**src/rtl/spi_reg_bank.sv**
```systemverilog
// Oversampled SPI slave register bank: decodes 32-bit MCU frames in the clk domain
// and holds the LED and SPI-mux control registers, with serial readback on dout.
//
// state     | meaning
// ----------+-------------------------------------------------------------
// ST_IDLE   | chip select inactive; waiting for a synchronised cs fall
// ST_SHIFT  | frame in progress; shifting MOSI in, read data out on dout
// ST_COMMIT | one cycle after cs rise; commits a valid 32-bit write
module spi_reg_bank #(
   parameter logic [23:0] ID_VALUE = 24'hD0_0001
) (
   input  logic        clk,
   input  logic        rst,
   input  logic        spi_clk,
   input  logic        spi_cs,
   input  logic        spi_mosi,
   output logic        dout,
   input  logic [23:0] status,
   output logic [23:0] reg_led,
   output logic [7:0]  reg_spi_mux,
   output logic        write_strobe
);

   typedef enum logic [1:0] {ST_IDLE, ST_SHIFT, ST_COMMIT} state_t;

   state_t      state_q, state_d;
   logic [2:0]  sclk_sync;
   logic [2:0]  cs_sync;
   logic [1:0]  mosi_sync;
   logic        sclk_rise, sclk_fall, cs_rise, cs_fall;
   logic        shift_en, drive_en, load_en, commit_ok;
   logic [5:0]  bit_cnt;
   logic [31:0] rx_q, rx_next;
   logic [23:0] tx_q, rd_data;
   logic        tx_live;
   logic [6:0]  cmd_addr;

   // cs synchroniser resets high so a released reset never looks like a frame start
   always_ff @(posedge clk or posedge rst) begin
      if (rst) begin
         sclk_sync <= 3'b000;
         cs_sync   <= 3'b111;
         mosi_sync <= 2'b00;
      end else begin
         sclk_sync <= {sclk_sync[1:0], spi_clk};
         cs_sync   <= {cs_sync[1:0], spi_cs};
         mosi_sync <= {mosi_sync[0], spi_mosi};
      end
   end

   assign sclk_rise = sclk_sync[1] & ~sclk_sync[2];
   assign sclk_fall = ~sclk_sync[1] & sclk_sync[2];
   assign cs_rise   = cs_sync[1] & ~cs_sync[2];
   assign cs_fall   = ~cs_sync[1] & cs_sync[2];

   always_ff @(posedge clk or posedge rst) begin
      if (rst) state_q <= ST_IDLE;
      else     state_q <= state_d;
   end

   always_comb begin
      state_d = state_q;
      case (state_q)
         ST_IDLE:   if (cs_fall) state_d = ST_SHIFT;
         ST_SHIFT:  if (cs_rise) state_d = ST_COMMIT;
         ST_COMMIT: state_d = ST_IDLE;
         default:   state_d = ST_IDLE;
      endcase
   end

   // a cs rise wins over a coincident clock edge, so the last edge is dropped
   assign shift_en  = (state_q == ST_SHIFT) && sclk_rise && !cs_rise;
   assign drive_en  = (state_q == ST_SHIFT) && sclk_fall && !cs_rise;
   assign rx_next   = {rx_q[30:0], mosi_sync[1]};
   assign cmd_addr  = rx_next[6:0];
   assign load_en   = shift_en && (bit_cnt == 6'd7) && rx_next[7];
   assign commit_ok = (state_q == ST_COMMIT) && (bit_cnt == 6'd32) && !rx_q[31]
                      && ((rx_q[30:24] == 7'd0) || (rx_q[30:24] == 7'd1));

   always_comb begin
      rd_data = 24'h0;
      case (cmd_addr)
         7'd0:    rd_data = reg_led;
         7'd1:    rd_data = {16'h0, reg_spi_mux};
         7'd2:    rd_data = status;
         7'd3:    rd_data = ID_VALUE;
         default: rd_data = 24'h0;
      endcase
   end

   always_ff @(posedge clk or posedge rst) begin
      if (rst) begin
         bit_cnt <= 6'd0;
         rx_q    <= 32'h0;
      end else if ((state_q == ST_IDLE) && cs_fall) begin
         bit_cnt <= 6'd0;
      end else if (shift_en) begin
         rx_q <= rx_next;
         if (bit_cnt != 6'd33) bit_cnt <= bit_cnt + 6'd1;
      end
   end

   always_ff @(posedge clk or posedge rst) begin
      if (rst) begin
         tx_q    <= 24'h0;
         tx_live <= 1'b0;
         dout    <= 1'b0;
      end else if (state_q != ST_SHIFT) begin
         tx_live <= 1'b0;
         dout    <= 1'b0;
      end else if (load_en) begin
         tx_q    <= rd_data;
         tx_live <= 1'b1;
      end else if (drive_en) begin
         dout <= tx_live & tx_q[23];
         if (tx_live) tx_q <= {tx_q[22:0], 1'b0};
      end
   end

   always_ff @(posedge clk or posedge rst) begin
      if (rst) begin
         reg_led      <= 24'h0;
         reg_spi_mux  <= 8'h00;
         write_strobe <= 1'b0;
      end else begin
         write_strobe <= commit_ok;
         if (commit_ok) begin
            if (rx_q[24]) reg_spi_mux <= rx_q[7:0];
            else          reg_led     <= rx_q[23:0];
         end
      end
   end

endmodule

```
**config.mk**
```make
export PLATFORM = sky130hd
export DESIGN_NAME = spi_reg_bank
export DESIGN_NICKNAME = d
export VERILOG_FILES = /design/src/rtl/spi_reg_bank.sv
export SDC_FILE = /design/constraint.sdc
export NUM_CORES = 1
export LEC_CHECK = 0
export ABC_AREA = 1
export BUFFER_PORTS_ARGS = -buffer_cell sky130_fd_sc_hd__buf_2
export CAP_MARGIN = 10
export CELL_PAD_IN_SITES_DETAIL_PLACEMENT = 1
export CELL_PAD_IN_SITES_GLOBAL_PLACEMENT = 1
export CORE_ASPECT_RATIO = 0.5
export CORE_UTILIZATION = 39
export CTS_CLUSTER_SIZE = 30
export DETAILED_ROUTE_END_ITERATION = 8
export HOLD_SLACK_MARGIN = 0.05
export MAX_ROUTING_LAYER = met4
export PLACE_DENSITY = 0.71
export SLEW_MARGIN = 0
export SYNTH_ARGS = -nofsm -noshare
export SYNTH_HDL_FRONTEND = slang
export SYNTH_SLANG_ARGS = --single-unit
```
**constraint.sdc**
```tcl
create_clock -name clk -period 3.1 [get_ports clk]
set_input_delay 0.465 -clock clk [delete_from_list [all_inputs] [get_ports clk]]
set_output_delay 0.465 -clock clk [all_outputs]
set_load 0.005 [all_outputs]
```
# Word level (Yosys, flattened, before mapping)
# Index checks and enable logic that the tools add are counted.
[classes]
n_addsub = 1
eq_ne = 13
n_mux = 15
bitwise = 12
reduce_logical = 29
[ops]
columns = ["operator", "n"]
rows = [
  ["$pmux 24 s4", 1],
  ["$mux 24", 3],
  ["$mux 6", 3],
  ["$eq 7x1->1 const B", 2],
  ["$eq 7x2->1 const B", 2],
  ["$logic_not 7->1", 2],
  ["$reduce_and 2->1", 6],
  ["$reduce_bool 2->1", 6],
  ["$logic_and 1x1->1", 10],
  ["$not 1->1", 7],
  ["$add 6x1->6 const B", 1],
  ["$eq 6x3->1 const B", 1],
  ["$eq 6x6->1 const B", 1],
  ["$ne 6x6->1 const B", 1],
  ["$and 1x1->1", 5],
  ["$mux 1", 5],
  ["$mux 2", 2],
  ["$ne 2x1->1 const B", 2],
  ["$ne 2x2->1 const B", 2],
  ["$pmux 2 s2", 1],
  ["$reduce_and 3->1", 1],
  ["$eq 2x1->1 const B", 1],
  ["$eq 2x2->1 const B", 1],
  ["$logic_not 1->1", 2],
  ["2 further kinds", 2],
]
[word_totals]
regBits = 107
inputBits = 29
elab_cells = 82

# Logic depth before layout (Yosys ltp)
# Gate-level depths: netlist (run 1).
[depth]
word_depth = 8
depth_mapped = 9

# Worst setup path after synthesis (run 1)
# Ideal clock, no wire load.
[synth_path]
kind = "register to register"
startpoint = "reg cs_sync[2]"
endpoint = "reg tx_q[10]"
setup_ns = 0.123
t_arrival_ns = 1.349
setup_slack_ns = 1.628
stages_incl_launch_ff = 9
n_path_buf = 1
period_less_slack_ns = 1.472
path_cell_list = "dfstp_2 inv_1 nand2_1 nand2_4 nor2_2 nand2_4 clkbuf_1 o21ai_0 a21oi_1"
[synth_via]
elab_chain_len = 8
[synth_lines]
columns = ["element", "line", "rtl"]
rows = [
  ["start: declaration", "28", "logic [2:0] cs_sync;"],
  ["start signal: assignment", "46", "cs_sync <= {cs_sync[1:0], spi_cs};"],
  ["$not 1->1 (*)", "53", "assign cs_rise = cs_sync[1] & ~cs_sync[2];"],
  ["$and 1x1->1 (*)", "53", ""],
  ["$logic_not 1->1 (*)", "72, 73", ""],
  ["$logic_and 1x1->1", "72", "assign shift_en = (state_q == ST_SHIFT) && sclk_rise && !cs_rise;"],
  ["$logic_and 1x1->1 (2 in a row)", "76", "assign load_en = shift_en && (bit_cnt == 6'd7) && rx_next[7];"],
  ["$reduce_bool 2->1 (no line)", "n/a", ""],
  ["$reduce_and 3->1 (no line)", "n/a", ""],
  ["end signal: assignment", "112", "tx_q <= rd_data;"],
  ["end signal: assignment", "116", "if (tx_live) tx_q <= {tx_q[22:0], 1'b0};"],
  ["end: declaration", "34", "logic [23:0] tx_q, rd_data;"],
]
# Every way passes the cells marked *; elsewhere a longest branch is shown, timed or not.
# A chain may end at the register's enable or synchronous reset.

# Worst setup path in the final report (run 1)
[layout_path]
startpoint = "reg rx_q[3]"
endpoint = "reg tx_q[7]"
[layout_via]
elab_chain_len = 3
[layout_lines]
columns = ["element", "line", "rtl"]
rows = [
  ["start: declaration", "33", "logic [31:0] rx_q, rx_next;"],
  ["start signal: assignment", "98", "rx_q <= rx_next;"],
  ["$eq 7x2->1 (tied with other cells)", "82", "case (cmd_addr)"],
  ["$pmux 24 s4 (*)", "82", ""],
  ["$mux 24 (*)", "111", "end else if (load_en) begin"],
]
# Marks and branches as above.

==> results.yml, run 1 <==
detailed_routing:
  routed_wl_um: 12300
  firstDrtPassIters: 4
  num_vias: 3925
  first_iter_violations: 210
  wl_per_cell_um: 15.7
  via_per_inst: 4.99
  detail-route-antenna-nets: 0
  drc_errors: 0
setup_path:
  critPathCaptureType: "flop"
  reg2reg_depth: 7
  worstSetupStartpointType: "flop"
  reg2reg_from: "rx_q[3]"
  cp_max_fo: 22
  arrival_ns: 2.31
  crit_type: "flop to flop"
  worstSetupStartpoint: "rx_q[3]"
  crit_end: "tx_q[7]"
  rr_endpoint: "tx_q[7]"
  required_ns: 3.37
  r2r_slack_ns: 1.06
global_routing:
  grt_util_all_layers_pct: 20.8
  first_global_vias: 3963
  grt_max_degree: 65
  grt_pass1_wl_um: 20500
  grt_antenna_before_repair: 0
  grt-ovfl-total: 0
floorplan:
  die_height_um: 81.5
  die_area_um2: 13100
  start_util_pct: 40.9
  core_um2: 12100
  die_w_um: 161
  rows: 28
  io_pins: 63
timing:
  finalCritPeriodShare_pct: 65.8
  slew_viol_final: 0
  worst_pin_slew_ns: 0.947
  worst_slack_ns: 1.06
  finalClockSkew_ns: 0.00849
  fmax_mhz: 491
  tns_ns: 0
  slew_headroom_pct: 36.8
  fin_crit_ns: 2.04
  rsz0062_at_grt: "no"
  setup_viol: 0
  hold_viol_final: 0
yosys:
  synth_top_area_cell: "dfrtp_1"
  synth_common_cells: "nand2_1, dfrtp_1, o21ai_0, nand3_1, inv_1"
  synth_most_common_cell: "nand2_1"
  synthFlopType: "dfrtp_1"
  ys_ff_latch: 107
  synthCells: 567
  synth_cell_types: 31
  synth_fp_nets: 599
  synth_edf_count: 0
  synthArstFlopShare_pct: 100
  ys_seq_area_share_pct: 54.4
  synthTopCellsByArea: "dfrtp_1, nand2_1, o21ai_0"
  mappedNetlistArea_um2: 4930
  synth_top_area_share_pct: 52.8
  syn_area_per_cell_um2: 8.69
  yosysWarnings: 0
pwr:
  finalPower_mw: 3.38
  power_density_nw_per_um2: 599
  leakage_nw: 2.59
  ir_drop_mv: 0.271
cts:
  cts_tree: "done"
  cts_setup_buffers: 0
  cts_buffer_depth: 2
  cts_resized: 0
  cts-htree-levels: 3
  cts_buffers: 9
  clock_latency_ns: 0.35
  clkSinkCount: 107
  cts_hold_buffers: 0
  cts_root_buffer: "clkbuf_16"
  path_clk_slew_ns: 0.07
place:
  post_dp_cell_area_um2: 5320
  gp_congestion: 0.801
  dp_slack_ns: 1.10
  hpwl_um: 8640
  dpl.cell_count: 771
  port_buffers: 62
layout:
  ff_latch_area_um2: 2680
  fin_cells: 787
  fin_area_um2: 5640
  n_fill_cell: 1481
  multi_input_area_um2: 1880
  fin_nets: 649
  drive_above_1_share_pct: 18.6
  area_growth_pct: 14.4
  antenna_cells: 0
hold_path:
  hold_path_class: "primary input to asynchronous set/reset pin"
run:
  cap_violations: 0
outcome:
  status: "finished clean"
cell families (layout without fill, tap and decap cells):
kind of cell             after synthesis  count (layout)  synth area share (%)
XOR/XNOR                               2               2                 0.355
adder cells (fa/ha/maj)                3               3                 0.762
AND/OR/NAND/NOR                      262             262                  24.4
AO/OA/AOI/OAI                        119             119                  12.5
flip-flops                           107             107                  54.4
buffers and inverters                 74             129                  7.64
worst max-delay path, cell delays in order, from the launching register on:
cell and delay (ns):
dfrtp_1 0.43, nor2_1 0.19, nand3_1 0.13, nor2_2 0.74, nand2_1 0.12, nand3_1 0.13, nand2_1 0.08, a21oi_1 0.14
per-layer routing:
layer / track usage (%) / part of all wire [%]
met4: 4.15 / 0.95
met3: 4.60 / 3.0
met2: 31.4 / 44
met5: - / 0
met1: 29.0 / 52
flip-flops by register name, indices dropped and copies added (netlist names):
| signal | flops |
|---|---|
| sclk_sync | 3 |
| mosi_sync | 2 |
| reg_led | 24 |
| tx_q | 24 |
| reg_spi_mux | 8 |
| tx_live | 1 |
| cs_sync | 3 |
| rx_q | 32 |
| write_strobe | 1 |
| state_q | 2 |
| bit_cnt | 6 |
| dout | 1 |
per-stage QoR:
stage                     hold slack (ns)  util (%)
after CTS                           0.126      46.8
after global placement              0.334      44.1
after floorplan                     0.331         -
after global routing                0.130      46.8
after detailed placement            0.347      44.1
final                               0.116      46.8
power by group:
group          switching (mW)  internal (mW)  total (mW)
combinational           0.462          0.165       0.627
sequential             0.0659           1.45        1.52
clock                   0.535          0.700        1.23
total                    1.06           2.31        3.38
placed cells by master (no fill, tap or decap), types with 4 or more instances in the layout:
master     count
o21ai_0       68
inv_1         42
o21ai_2        4
a21oi_1       24
o21ai_1       22
nor2_1        32
clkbuf_16      9
nand2_1      152
buf_4          4
nand3_1       50
buf_2         62
dfrtp_1      104
nor2_2         4
worst min-delay path by stage:
stage,endpoint,startpoint
floorplan,mosi_sync[1],mosi_sync[0]
global placement,sclk_sync[1],sclk_sync[0]
detailed placement,sclk_sync[1],sclk_sync[0]
CTS,tx_q[12],rst
global route,tx_q[10],rst
finish,tx_q[13],rst
cell type report:
| type | count | area share (%) |
|---|---|---|
| clock buffers | 12 | 4.72 |
| well taps | 165 | 3.66 |
| clock inverters | 4 | 0.976 |
| multi-input cells | 386 | 33.3 |
| repair buffers | 68 | 6.74 |
| flip-flops and latches | 107 | 47.5 |
| inverters | 45 | 3.06 |
No activity file was read; power rests on OpenSTA's default activity.
==> run 2: changes to the inputs <==
- CORE_UTILIZATION: 39 -> 44
- PLACE_DENSITY: 0.71 -> 0.76
- clock period: 3.1 -> 2 ns (I/O delays scaled with it)
==> run 2 against run 1 <==
Net effect: via count rose by 1.2%; sequential power rose by 55%; core utilization rose by 6.5 points; register-to-register slack got worse by 0.88 ns; hold slack got worse by 0.051 ns; routed wire length rose by 0.62%; largest cell class unchanged; clock power rose by 46%; critical path depth rose by 1; die area fell by 11%; sequential share of layout area rose by 0.20 points.
==> results.yml, run 2 (synthesis results as in run 1) <==
timing:
  hold_viol_final: 0
  worst_slack_ns: 0.180
  tns_ns: 0
  finalClockSkew_ns: 0.00938
  slew_viol_final: 0
  slew_headroom_pct: 59.2
  fin_crit_ns: 1.82
  setup_viol: 0
  fmax_mhz: 550
  rsz0062_at_grt: "no"
  worst_pin_slew_ns: 0.613
  finalCritPeriodShare_pct: 91.0
setup_path:
  critPathSlowestCell: "dfstp_2"
  cp_slowest_stage_delay_ns: 0.53
  reg2reg_depth: 8
  crit_type: "flop to flop"
  worstSetupStartpointType: "flop"
  critPathCaptureType: "flop"
  cp_max_fo: 25
  reg2reg_from: "cs_sync[2]"
  crit_buf_inv: 1
  rr_endpoint: "tx_q[15]"
  r2r_slack_ns: 0.18
  cp_cell_sequence: "inv_1 -> nand2_1 -> nand2_4 -> nor2_2 -> nand2_4 -> nand2_4 -> nor2_1 -> a21oi_1"
  arrival_ns: 2.09
  path_delay_family: "simple AND/OR/NAND/NOR gates"
  required_ns: 2.27
  path_common_cell: "nand2_4"
cts:
  path_clk_slew_ns: 0.08
  cts_setup_buffers: 0
  cts-htree-levels: 3
  cts_hold_buffers: 2
  cts_buffers: 9
  cts_root_buffer: "clkbuf_16"
  cts_resized: 0
  cts_tree: "done"
  clkSinkCount: 107
  clock_latency_ns: 0.35
  cts_buffer_depth: 2
pwr:
  finalPower_mw: 5.19
  switchingPower_mw: 1.68
  pwr-share-clk_pct: 34.7
  power_density_nw_per_um2: 924
  pwr-share-seq_pct: 45.2
  intPower_mw: 3.51
  leakage_nw: 2.59
  swShare_pct: 32.4
  ir_drop_mv: 0.544
  comb_power_share_pct: 20.1
detailed_routing:
  via_per_inst: 5.19
  wl_per_cell_um: 16.2
  first_iter_violations: 248
  routed_wl_um: 12400
  num_vias: 3972
  drc_errors: 0
  detail-route-antenna-nets: 0
  firstDrtPassIters: 4
global_routing:
  first_global_vias: 4232
  grt_antenna_before_repair: 0
  grt_pass1_wl_um: 21400
  grt_max_degree: 108
  grt-ovfl-total: 0
  grt_util_all_layers_pct: 24.3
outcome:
  status: "finished clean"
layout:
  fin_util_pct: 53.3
  largest_register_ffs: 32
  final_cell_mix: "nand2_1, dfrtp_1, o21ai_0"
  regMostFlops: "rx_q"
  n_fill_cell: 1303
  largestRegisters: "rx_q: 32 flops, reg_led: 24 flops, tx_q: 24 flops"
  drive_above_1_share_pct: 18.7
  area_growth_pct: 13.9
  fin_nets: 653
  final_common_cell: "nand2_1"
  antenna_cells: 0
floorplan:
  start_util_pct: 46.8
  die_area_um2: 11700
  die_w_um: 152
  die_height_um: 76.8
  core_um2: 10500
  io_pins: 63
  rows: 26
hold_path:
  hold_depth: 1
  whs_endpoint: "mosi_sync[0]"
  hold_path_class: "primary input to flop"
  min_from: "spi_mosi"
place:
  gp_congestion: 0.820
  dp_slack_ns: 0.166
  hpwl_um: 8670
  port_buffers: 62
run:
  cap_violations: 0
-- run 2: final cells by class --
cell class                 count  area (µm²)  area share, %
sequential                   107        2680           47.7
clock buffer                  10         229           4.08
tap                          140         175           3.12
multi-input combinational    386        1880           33.4
inverter                      45         173           3.07
timing repair buffer          72         415           7.40
clock inverter                 6        65.1           1.16
-- run 2: metrics by stage --
stage / std cells / area (µm²) / hold slack, ns
6_report: 766 / 5620 / 0.0647
3_3_place_gp: 748 / 5300 / 0.334
5_1_grt: 766 / 5620 / 0.0503
4_1_cts: 766 / 5620 / 0.0519
2_1_floorplan: 567 / 4930 / 0.304
3_5_place_dp: 748 / 5300 / 0.336
-- run 2: per-layer routing --
layer | part of all wire, % | wire, µm | up-vias | track usage (%)
li1 | - | - | 1938 | -
met1 | 47 | 5870 | 1983 | 32.1
met2 | 49 | 6120 | 44 | 39.6
met3 | 2.7 | 331 | 7 | 4.29
met4 | 0.54 | 67 | 0 | 4.46
met5 | 0 | 0 | - | -
-- run 2: power by group through the flow --
stage	Sequential, mW	Combinational, mW	Clock, mW
floorplan	2.35	0.751	0
finish	2.35	1.05	1.80
global route	2.36	1.18	1.92
detailed placement	2.39	1.04	0
global placement	2.38	1.01	0
CTS	2.35	1.05	1.84
-- run 2: worst max path at each step --
stage | startpoint | end | slack (ns) | cells after the start
final | cs_sync[2] | tx_q[15] | 0.18 | 8
after floorplan | rst | bit_cnt[0] | 0.41 | 1
after CTS | cs_sync[2] | tx_q[15] | 0.17 | 8
after detailed placement | cs_sync[2] | tx_q[15] | 0.17 | 8
after global routing | bit_cnt[0] | reg_led[18] | 0.04 | 8
after global placement | cs_sync[2] | tx_q[7] | 0.29 | 8
==> run 3: changes to the inputs <==
- CORE_UTILIZATION: 44 -> 45
- PLACE_DENSITY: 0.76 -> 0.78
- SETUP_SLACK_MARGIN: unset -> 0.2
- clock period: 2 -> 2.16 ns (I/O delays scaled with it)
==> run 3 against run 2 <==
Net effect: die area fell by 2.2%; worst setup slack improved by 0.15 ns; final cell count up 0.13%; maximum frequency shrank 0.69%; clock-buffer cell count stayed put.
==> results.yml, run 3 (synthesis results as in run 1) <==
outcome:
  status: "finished clean"
detailed_routing:
  first_iter_violations: 187
  detail-route-antenna-nets: 0
  num_vias: 3990
  wl_per_cell_um: 16.6
  firstDrtPassIters: 4
  via_per_inst: 5.20
  routed_wl_um: 12700
  drc_errors: 0
setup_path:
  path_common_cell: "nand2_4"
  critPathSlowestCell: "dfstp_2"
  crit_type: "flop to flop"
  cp_max_fo: 25
  required_ns: 2.43
  path_delay_family: "simple AND/OR/NAND/NOR gates"
  critPathCaptureType: "flop"
  rr_endpoint: "tx_q[20]"
  arrival_ns: 2.10
  r2r_slack_ns: 0.33
  cp_cell_sequence: "inv_1 -> nand2_1 -> nand2_4 -> nor2_2 -> nand2_4 -> nand2_4 -> nor2_1 -> a21oi_1"
  cp_slowest_stage_delay_ns: 0.53
  worstSetupStartpointType: "flop"
  reg2reg_from: "cs_sync[2]"
  worstSetupStartpoint: "cs_sync[2]"
  reg2reg_depth: 8
  crit_buf_inv: 1
cts:
  clkSinkCount: 107
  cts_buffers: 9
  cts-htree-levels: 3
  cts_resized: 0
  cts_tree: "done"
  cts_root_buffer: "clkbuf_16"
  clock_latency_ns: 0.35
  path_clk_slew_ns: 0.07
  cts_buffer_depth: 2
layout:
  fin_cells: 767
  final_cell_mix: "nand2_1, dfrtp_1, o21ai_0"
  fin_util_pct: 54.0
  largest_register_ffs: 32
  largestRegisters: "rx_q: 32 flops, reg_led: 24 flops, tx_q: 24 flops"
  regMostFlops: "rx_q"
  drive_above_1_share_pct: 19.1
  final_common_cell: "nand2_1"
  n_fill_cell: 1262
  fin_area_um2: 5620
  antenna_cells: 0
  fin_nets: 654
  area_growth_pct: 14.0
timing:
  hold_viol_final: 0
  setup_viol: 0
  tns_ns: 0
  hold_ws_ns: 0.0771
  finalClockSkew_ns: 0.00898
  finalCritPeriodShare_pct: 84.8
  fmax_mhz: 546
  rsz0062_at_grt: "no"
  slew_headroom_pct: 61.2
  worst_pin_slew_ns: 0.582
  fin_crit_ns: 1.83
  slew_viol_final: 0
hold_path:
  whs_endpoint: "cs_sync[0]"
  hold_path_class: "primary input to flop"
  hold_depth: 1
  min_from: "spi_cs"
run:
  cap_violations: 0
place:
  gp_congestion: 0.821
  dpl.cell_count: 748
  port_buffers: 62
  hpwl_um: 8700
  post_dp_cell_area_um2: 5300
floorplan:
  die_area_um2: 11400
  start_util_pct: 47.4
  die_height_um: 76.0
  die_w_um: 150
  rows: 26
  io_pins: 63
  core_um2: 10400
global_routing:
  gr-usage-met3_pct: 4.31
  grt_pass1_wl_um: 21400
  use_met2_pct: 40.0
  grt_max_degree: 108
  grt-busiest-layer: "met2"
  first_global_vias: 4193
  grt_antenna_before_repair: 0
  grt_util_all_layers_pct: 24.7
  grt-ovfl-total: 0
  met1_usage_pct: 32.0
pwr:
  power_density_nw_per_um2: 846
  ir_drop_mv: 0.514
  leakage_nw: 2.59
==> run 3: final cells by class <==
class / instances / area (µm²) / share of cell area (%)
inverter: 45 / 173 / 3.07
timing repair buffer: 72 / 423 / 7.53
clock inverter: 6 / 48.8 / 0.868
tap: 140 / 175 / 3.12
multi-input combinational: 387 / 1890 / 33.6
sequential: 107 / 2680 / 47.7
clock buffer: 10 / 229 / 4.07
==> run 3: worst max path at each step <==
stage,endpoint,slack [ns],cells after the start
global route,tx_q[16],0.22,8
CTS,tx_q[20],0.23,8
detailed placement,tx_q[20],0.24,8
finish,tx_q[20],0.33,8
floorplan,bit_cnt[0],0.55,1
global placement,tx_q[6],0.37,8
==> run 3: layer usage <==
metal  routed length [µm]  vias to the layer above
met1                 5970                     1977
met4                  170                        0
met5                    0                        -
met3                  362                       15
met2                 6220                       54
li1                     -                     1944
==> run 3: power breakdown <==
| group | switching [mW] | internal [mW] |
|---|---|---|
| Clock | 0.783 | 0.798 |
| Combinational | 0.729 | 0.269 |
| Sequential | 0.0936 | 2.08 |
| Total | 1.60 | 3.15 |
==> run 3: through the flow <==
stage / total power [mW] / setup slack, ns
global route: 4.98 / 0.220
floorplan: 2.87 / 0.551
detailed placement: 3.18 / 0.244
CTS: 4.76 / 0.228
finish: 4.75 / 0.328
global placement: 3.15 / 0.366
==> run 3: timing repair <==
item,CTS,global route
setup endpoints to repair,0,24
setup buffers,0,2
hold buffers,0,0
